==> src/rtl/fw_tile_feeder.sv <==
// rtl/fw_tile_feeder.sv - packs row-major 16-bit elements into 64-bit words for the fw tile engine
// and sequences the per-phase word count for each tile.
module fw_tile_feeder #(
  parameter int DW    = 16,
  parameter int LANES = 4,
  parameter int N     = 8
) (
  input  logic                clk,
  input  logic                reset,
  input  logic [1:0]          cfg_phase,
  input  logic                cfg_valid,
  output logic                cfg_ready,
  input  logic [DW-1:0]       s_data,
  input  logic                s_valid,
  output logic                s_ready,
  input  logic                inhibit,
  output logic [DW*LANES-1:0] fw_in,
  output logic                fw_valid,
  output logic [1:0]          fw_phase,
  output logic                busy,
  output logic                tile_done
);

  localparam int WPB = N * N / LANES;
  localparam int LW  = (LANES > 1) ? $clog2(LANES) : 1;
  localparam int CW  = $clog2(3 * WPB + 1);
  localparam logic [LW-1:0] LAST_LANE = LW'(LANES - 1);

  typedef enum logic [1:0] {
    IDLE   = 2'd0,
    STREAM = 2'd1,
    FLUSH  = 2'd2
  } state_t;

  state_t               state;
  logic [LW-1:0]        lc;
  logic                 full;
  logic [DW*LANES-1:0]  pack;
  logic [CW-1:0]        wcnt;
  logic [CW-1:0]        fcnt;
  logic [CW-1:0]        target;

  logic issue;
  logic take;
  logic cfg_take;
  logic last_elem;
  logic last_word;

  // Phases 01 and 10 both need two blocks per tile.
  function automatic logic [CW-1:0] word_target(input logic [1:0] ph);
    logic [CW-1:0] t;
    case (ph)
      2'b00:   t = CW'(WPB);
      2'b11:   t = CW'(3 * WPB);
      default: t = CW'(2 * WPB);
    endcase
    return t;
  endfunction

  assign issue     = full && !inhibit;
  assign s_ready   = reset && (state == STREAM) && (!full || !inhibit);
  assign cfg_ready = reset && (state == IDLE);
  assign busy      = (state != IDLE);
  assign take      = s_valid && s_ready;
  assign cfg_take  = cfg_valid && cfg_ready;
  assign last_elem = take && (lc == LAST_LANE) && (fcnt == target - CW'(1));
  assign last_word = issue && (wcnt == target - CW'(1));

  always_ff @(posedge clk) begin
    if (!reset) begin
      state     <= IDLE;
      lc        <= '0;
      full      <= 1'b0;
      pack      <= '0;
      wcnt      <= '0;
      fcnt      <= '0;
      target    <= '0;
      fw_in     <= '0;
      fw_valid  <= 1'b0;
      fw_phase  <= 2'b00;
      tile_done <= 1'b0;
    end else begin
      fw_valid  <= 1'b0;
      tile_done <= 1'b0;

      if (issue) begin
        fw_in    <= pack;
        fw_valid <= 1'b1;
        full     <= 1'b0;
        wcnt     <= wcnt + CW'(1);
      end

      // A lane-0 element can land in the same cycle the previous word issues;
      // fw_in captures the pre-edge pack contents, so nothing is overwritten early.
      if (take) begin
        for (int i = 0; i < LANES; i++) begin
          if (lc == LW'(i)) pack[i*DW +: DW] <= s_data;
        end
        if (lc == LAST_LANE) begin
          lc   <= '0;
          full <= 1'b1;
          fcnt <= fcnt + CW'(1);
        end else begin
          lc <= lc + LW'(1);
        end
      end

      case (state)
        IDLE: begin
          if (cfg_take) begin
            fw_phase <= cfg_phase;
            target   <= word_target(cfg_phase);
            wcnt     <= '0;
            fcnt     <= '0;
            lc       <= '0;
            state    <= STREAM;
          end
        end
        STREAM: begin
          if (last_elem) state <= FLUSH;
        end
        FLUSH: begin
          if (last_word) begin
            tile_done <= 1'b1;
            state     <= IDLE;
          end
        end
        default: state <= IDLE;
      endcase
    end
  end

endmodule
==> config.mk <==
export PLATFORM = sky130hd
export DESIGN_NAME = fw_tile_feeder
export DESIGN_NICKNAME = d
export VERILOG_FILES = /design/src/rtl/fw_tile_feeder.sv
export SDC_FILE = /design/constraint.sdc
export NUM_CORES = 1
export LEC_CHECK = 0
export BUFFER_PORTS_ARGS = -buffer_cell sky130_fd_sc_hd__buf_4
export CAP_MARGIN = 20
export CORE_UTILIZATION = 55
export CTS_BUF_LIST = sky130_fd_sc_hd__clkbuf_16
export DETAILED_ROUTE_END_ITERATION = 6
export PLACE_DENSITY = 0.78
export REMOVE_ABC_BUFFERS = 1
export SYNTH_ARGS = -nofsm -noshare
export SYNTH_HDL_FRONTEND = slang
export SYNTH_SLANG_ARGS = --single-unit
==> constraint.sdc <==
create_clock -name clk -period 4.2 [get_ports clk]
set_clock_uncertainty 0.1 [all_clocks]
set_input_delay 0.42 -clock clk [delete_from_list [all_inputs] [get_ports clk]]
set_output_delay 0.42 -clock clk [all_outputs]
set_load 0.01 [all_outputs]
==> flow_summary_export.csv <==
group,metric,value,unit
outcome,outcome,"finished clean",
grt,grt_first_pass_wirelength,19.75,mm
final_layout,final.fill_count,791,
power_and_ir_drop,irDropWorstVdd,0.0002876,V
sta,final-hold-violation-count,0,
yosys,synth_flop_cell,"sky130_fd_sc_hd__dfxtp_1",
drt,wire_per_inst,14.04,um
drt,drcViolationCount,0,
final_layout,multi_input_area,0.002364,mm2
clock_tree,clock_sink_count,151,
yosys,yosysUniqueCellTypes,39,
power_and_ir_drop,post-layout-total-power,2.881,mW
sta,setup_viol,0,
clock_tree,cts_root_buf,"sky130_fd_sc_hd__clkbuf_16",
clock_tree,clk_pin_slew,50,ps
setup_path,kind_of_cell_adding_the_most_delay_to_the_critical_path,"buffers and inverters",
grt,grt-ovfl-total,0,
place,globalplace.congestion,0.7712,
setup_path,critical_path.cell_chain,"buf_4 > inv_2 > buf_4 > nor2_1 > buf_4",
setup_path,worst_setup_path_start_kind,"primary input",
sta,max_clock_freq,419.4,MHz
final_layout,n_antenna_cell,0,
grt,largest_net_degree_at_the_start_of_global_routing,86,
setup_path,cp_common_cell,"sky130_fd_sc_hd__buf_4",
clock_tree,cts-resized-gates,0,
setup_path,timing.critical_path.fanout_max,85,
clock_tree,cts.repair_timing.setup_buffer_count,0,
drt,detail_route.vias_per_cell,5.252,
floorplan,design.core.area,0.009819,mm2
sta,setup-tns-final,0,ps
grt,grt_usage,24.57,%
yosys,async_reset_ff_share,0,%
final_layout,fin_util,69.44,%
final_layout,post_route_cell_area,0.006819,mm2
yosys,synth-edff-count,0,
setup_path,setup.worst_path.class,"in2out",
power_and_ir_drop,leakagePower,2.871,nW
drt,wirelength,12.09,mm
sta,worst_slew_pin_slew,857.8,ps
sta,maxSlewViolCount,0,
worst_hold_path,worst_hold_path_type,"in2reg",
yosys,syn_inst,644,
clock_tree,tritoncts.num_buffers,17,
clock_tree,max-clock-path-buffers,2,
drt,first_pass_iters,5,
setup_path,cell_with_the_largest_stage_delay_on_the_worst_path,"sky130_fd_sc_hd__buf_4",
clock_tree,clk-insertion-delay-late,410,ps
yosys,synth_seq_area_share,53.88,%
yosys,synth.avg_cell_area,8.712,um2
floorplan,initial_core_utilization,57.14,%
floorplan,fp-row-count,36,
final_layout,final_common_cell,"sky130_fd_sc_hd__nand2_1",
place,detailedPlacementHpwl,7.778,mm
clock_tree,holdBufCountCts,0,
floorplan,dieArea,0.01061,mm2
place,port_buffers,93,
place,postPlaceCellArea,0.006300,mm2
setup_path,critPathArrivalTime,1860,ps
run,maxCapViolations,0,
final_layout,drive_gt1_share,18.41,%
yosys,postSynthRegisterBits,151,
final_layout,syn_to_final_growth,21.54,%
grt,grt_pass1_vias,4268,
floorplan,dieHeight,103,um
floorplan,die_x,103,um
drt,detailroute.via_count,4522,
final_layout,register_area,0.003023,mm2
setup_path,worstPathBufferInverterCount,4,
sta,final_min_period_over_clock_period,56.77,%
grt,grt_antenna_before_repair,0,
drt,routed_antenna_nets,0,
yosys,syn-cell-area,0.005610,mm2
final_layout,layout.cells.most_common_list,"sky130_fd_sc_hd__nand2_1 (238), sky130_fd_sc_hd__dfxtp_1 (151), sky130_fd_sc_hd__buf_4 (96), sky130_fd_sc_hd__a21oi_1 (88), sky130_fd_sc_hd__mux2i_1 (48)",
yosys,synth-warning-count,0,
clock_tree,tritoncts,"done",
setup_path,max_stage_delay,650,ps
clock_tree,htree_num_levels,4,
final_layout,nets,747,
sta,finalWorstPathRequiredPeriod,2385,ps
floorplan,io-pin-count,94,
setup_path,critical_path.endpoint_type,"primary output",
setup_path,worst_ep_required_time,3680,ps
sta,rsz_0062_raised_after_global_routing,"false",
drt,dr.first_iter.drc_count,168,
power_and_ir_drop,power.density_cell_area,422.5,mW/mm2
setup_path,r2r_setup_slack,2070,ps
sta,slew_headroom,42.81,%
[through the flow]
stage                     hold WS, ps  setup WS [ps]  std cells
final                           120.7           1815        861
after global placement          337.4           1745        831
after detailed placement        344.1           1637        831
after floorplan                 332.1          620.3        602
after global routing            127.7           1642        861
after CTS                       114.6           1766        861
[kinds of logic (layout without fill, tap and decap cells)]
group / Yosys count / after routing / share of synthesized area (%)
buf+inv: 49 / 133 / 4.170
flops: 151 / 151 / 53.88
simple gates: 280 / 280 / 21.01
xor+xnor: 11 / 11 / 1.717
compound gates: 98 / 98 / 9.099
mux: 48 / 48 / 8.564
fa+ha+maj: 7 / 7 / 1.561
[flip-flops by register name, summed over array words and instances, names as in the netlist]
signal,cells
fw_in,64
state,2
fcnt,6
full,1
lc,2
tile_done,1
fw_phase,2
wcnt,6
target,2
fw_valid,1
pack,64
[area by class of cell]
cell class                      count  area share, %
Timing Repair Buffer               96          10.57
Inverter                            7         0.3853
Clock inverter                     13          1.376
Tap cell                          133          2.440
Sequential cell                   151          44.33
Clock buffer                       17          6.239
Multi-Input combinational cell    444          34.66
[report_power, final]
group / leakage (nW) / total, mW / switching [mW] / internal [mW]
Combinational: 1.39 / 0.0939 / 0.0597 / 0.0342
Sequential: 1.22 / 1.45 / 0.00635 / 1.44
Clock: 0.261 / 1.34 / 0.547 / 0.792
Total: 2.87 / 2.88 / 0.613 / 2.27
[final timing paths]
kind	to	cells past startpoint	start
max	cfg_ready	5	reset
max reg2reg	fcnt[5]	5	lc[0]
min	fw_phase[1]	3	cfg_phase[1]
min reg2reg	fw_in[2]	2	pack[2]
[cells in the mapped netlist, types with 2 or more instances]
| master | instances | area (um2) |
|---|---|---|
| sky130_fd_sc_hd__ha_1 | 7 | 87.58 |
| sky130_fd_sc_hd__xnor2_1 | 8 | 70.07 |
| sky130_fd_sc_hd__nand2b_1 | 2 | 12.51 |
| sky130_fd_sc_hd__nand3b_1 | 2 | 15.01 |
| sky130_fd_sc_hd__nor2_1 | 12 | 45.04 |
| sky130_fd_sc_hd__o21ai_0 | 3 | 15.01 |
| sky130_fd_sc_hd__clkbuf_1 | 25 | 93.84 |
| sky130_fd_sc_hd__nand4_1 | 2 | 12.51 |
| sky130_fd_sc_hd__dfxtp_1 | 151 | 3023 |
| sky130_fd_sc_hd__mux2i_1 | 48 | 480.5 |
| sky130_fd_sc_hd__nand3_1 | 4 | 20.02 |
| sky130_fd_sc_hd__buf_2 | 7 | 35.03 |
| sky130_fd_sc_hd__nand2_1 | 238 | 893.4 |
| sky130_fd_sc_hd__buf_6 | 4 | 45.04 |
| sky130_fd_sc_hd__nor2b_1 | 2 | 12.51 |
| sky130_fd_sc_hd__nand3_4 | 3 | 52.55 |
| sky130_fd_sc_hd__a21oi_1 | 88 | 440.4 |
| sky130_fd_sc_hd__buf_1 | 3 | 11.26 |
| sky130_fd_sc_hd__buf_4 | 3 | 22.52 |
| sky130_fd_sc_hd__nor3_1 | 2 | 10.01 |
| sky130_fd_sc_hd__xor2_1 | 3 | 26.28 |
| sky130_fd_sc_hd__a211oi_1 | 3 | 22.52 |
| sky130_fd_sc_hd__and3_1 | 2 | 12.51 |
| sky130_fd_sc_hd__inv_1 | 7 | 26.28 |
[layer usage]
layer | wire [um] | part of all wire [%] | vias up | track usage [%]
met5 | 0 | 0 | - | 0
met4 | 196 | 1.6 | 0 | 9.642
met3 | 587 | 4.9 | 16 | 6.034
met2 | 6048 | 50 | 132 | 41.28
met1 | 5257 | 43 | 2128 | 30.43
li1 | - | - | 2246 | -
[worst reg2reg max path: stages, from the launching register on]
cell	delay (ps)
sky130_fd_sc_hd__dfxtp_1	390
sky130_fd_sc_hd__ha_1	160
sky130_fd_sc_hd__a21boi_1	310
sky130_fd_sc_hd__nand2_2	320
sky130_fd_sc_hd__or4_1	590
sky130_fd_sc_hd__a21oi_1	180
Note: power is estimated with default switching activity, not from simulation.
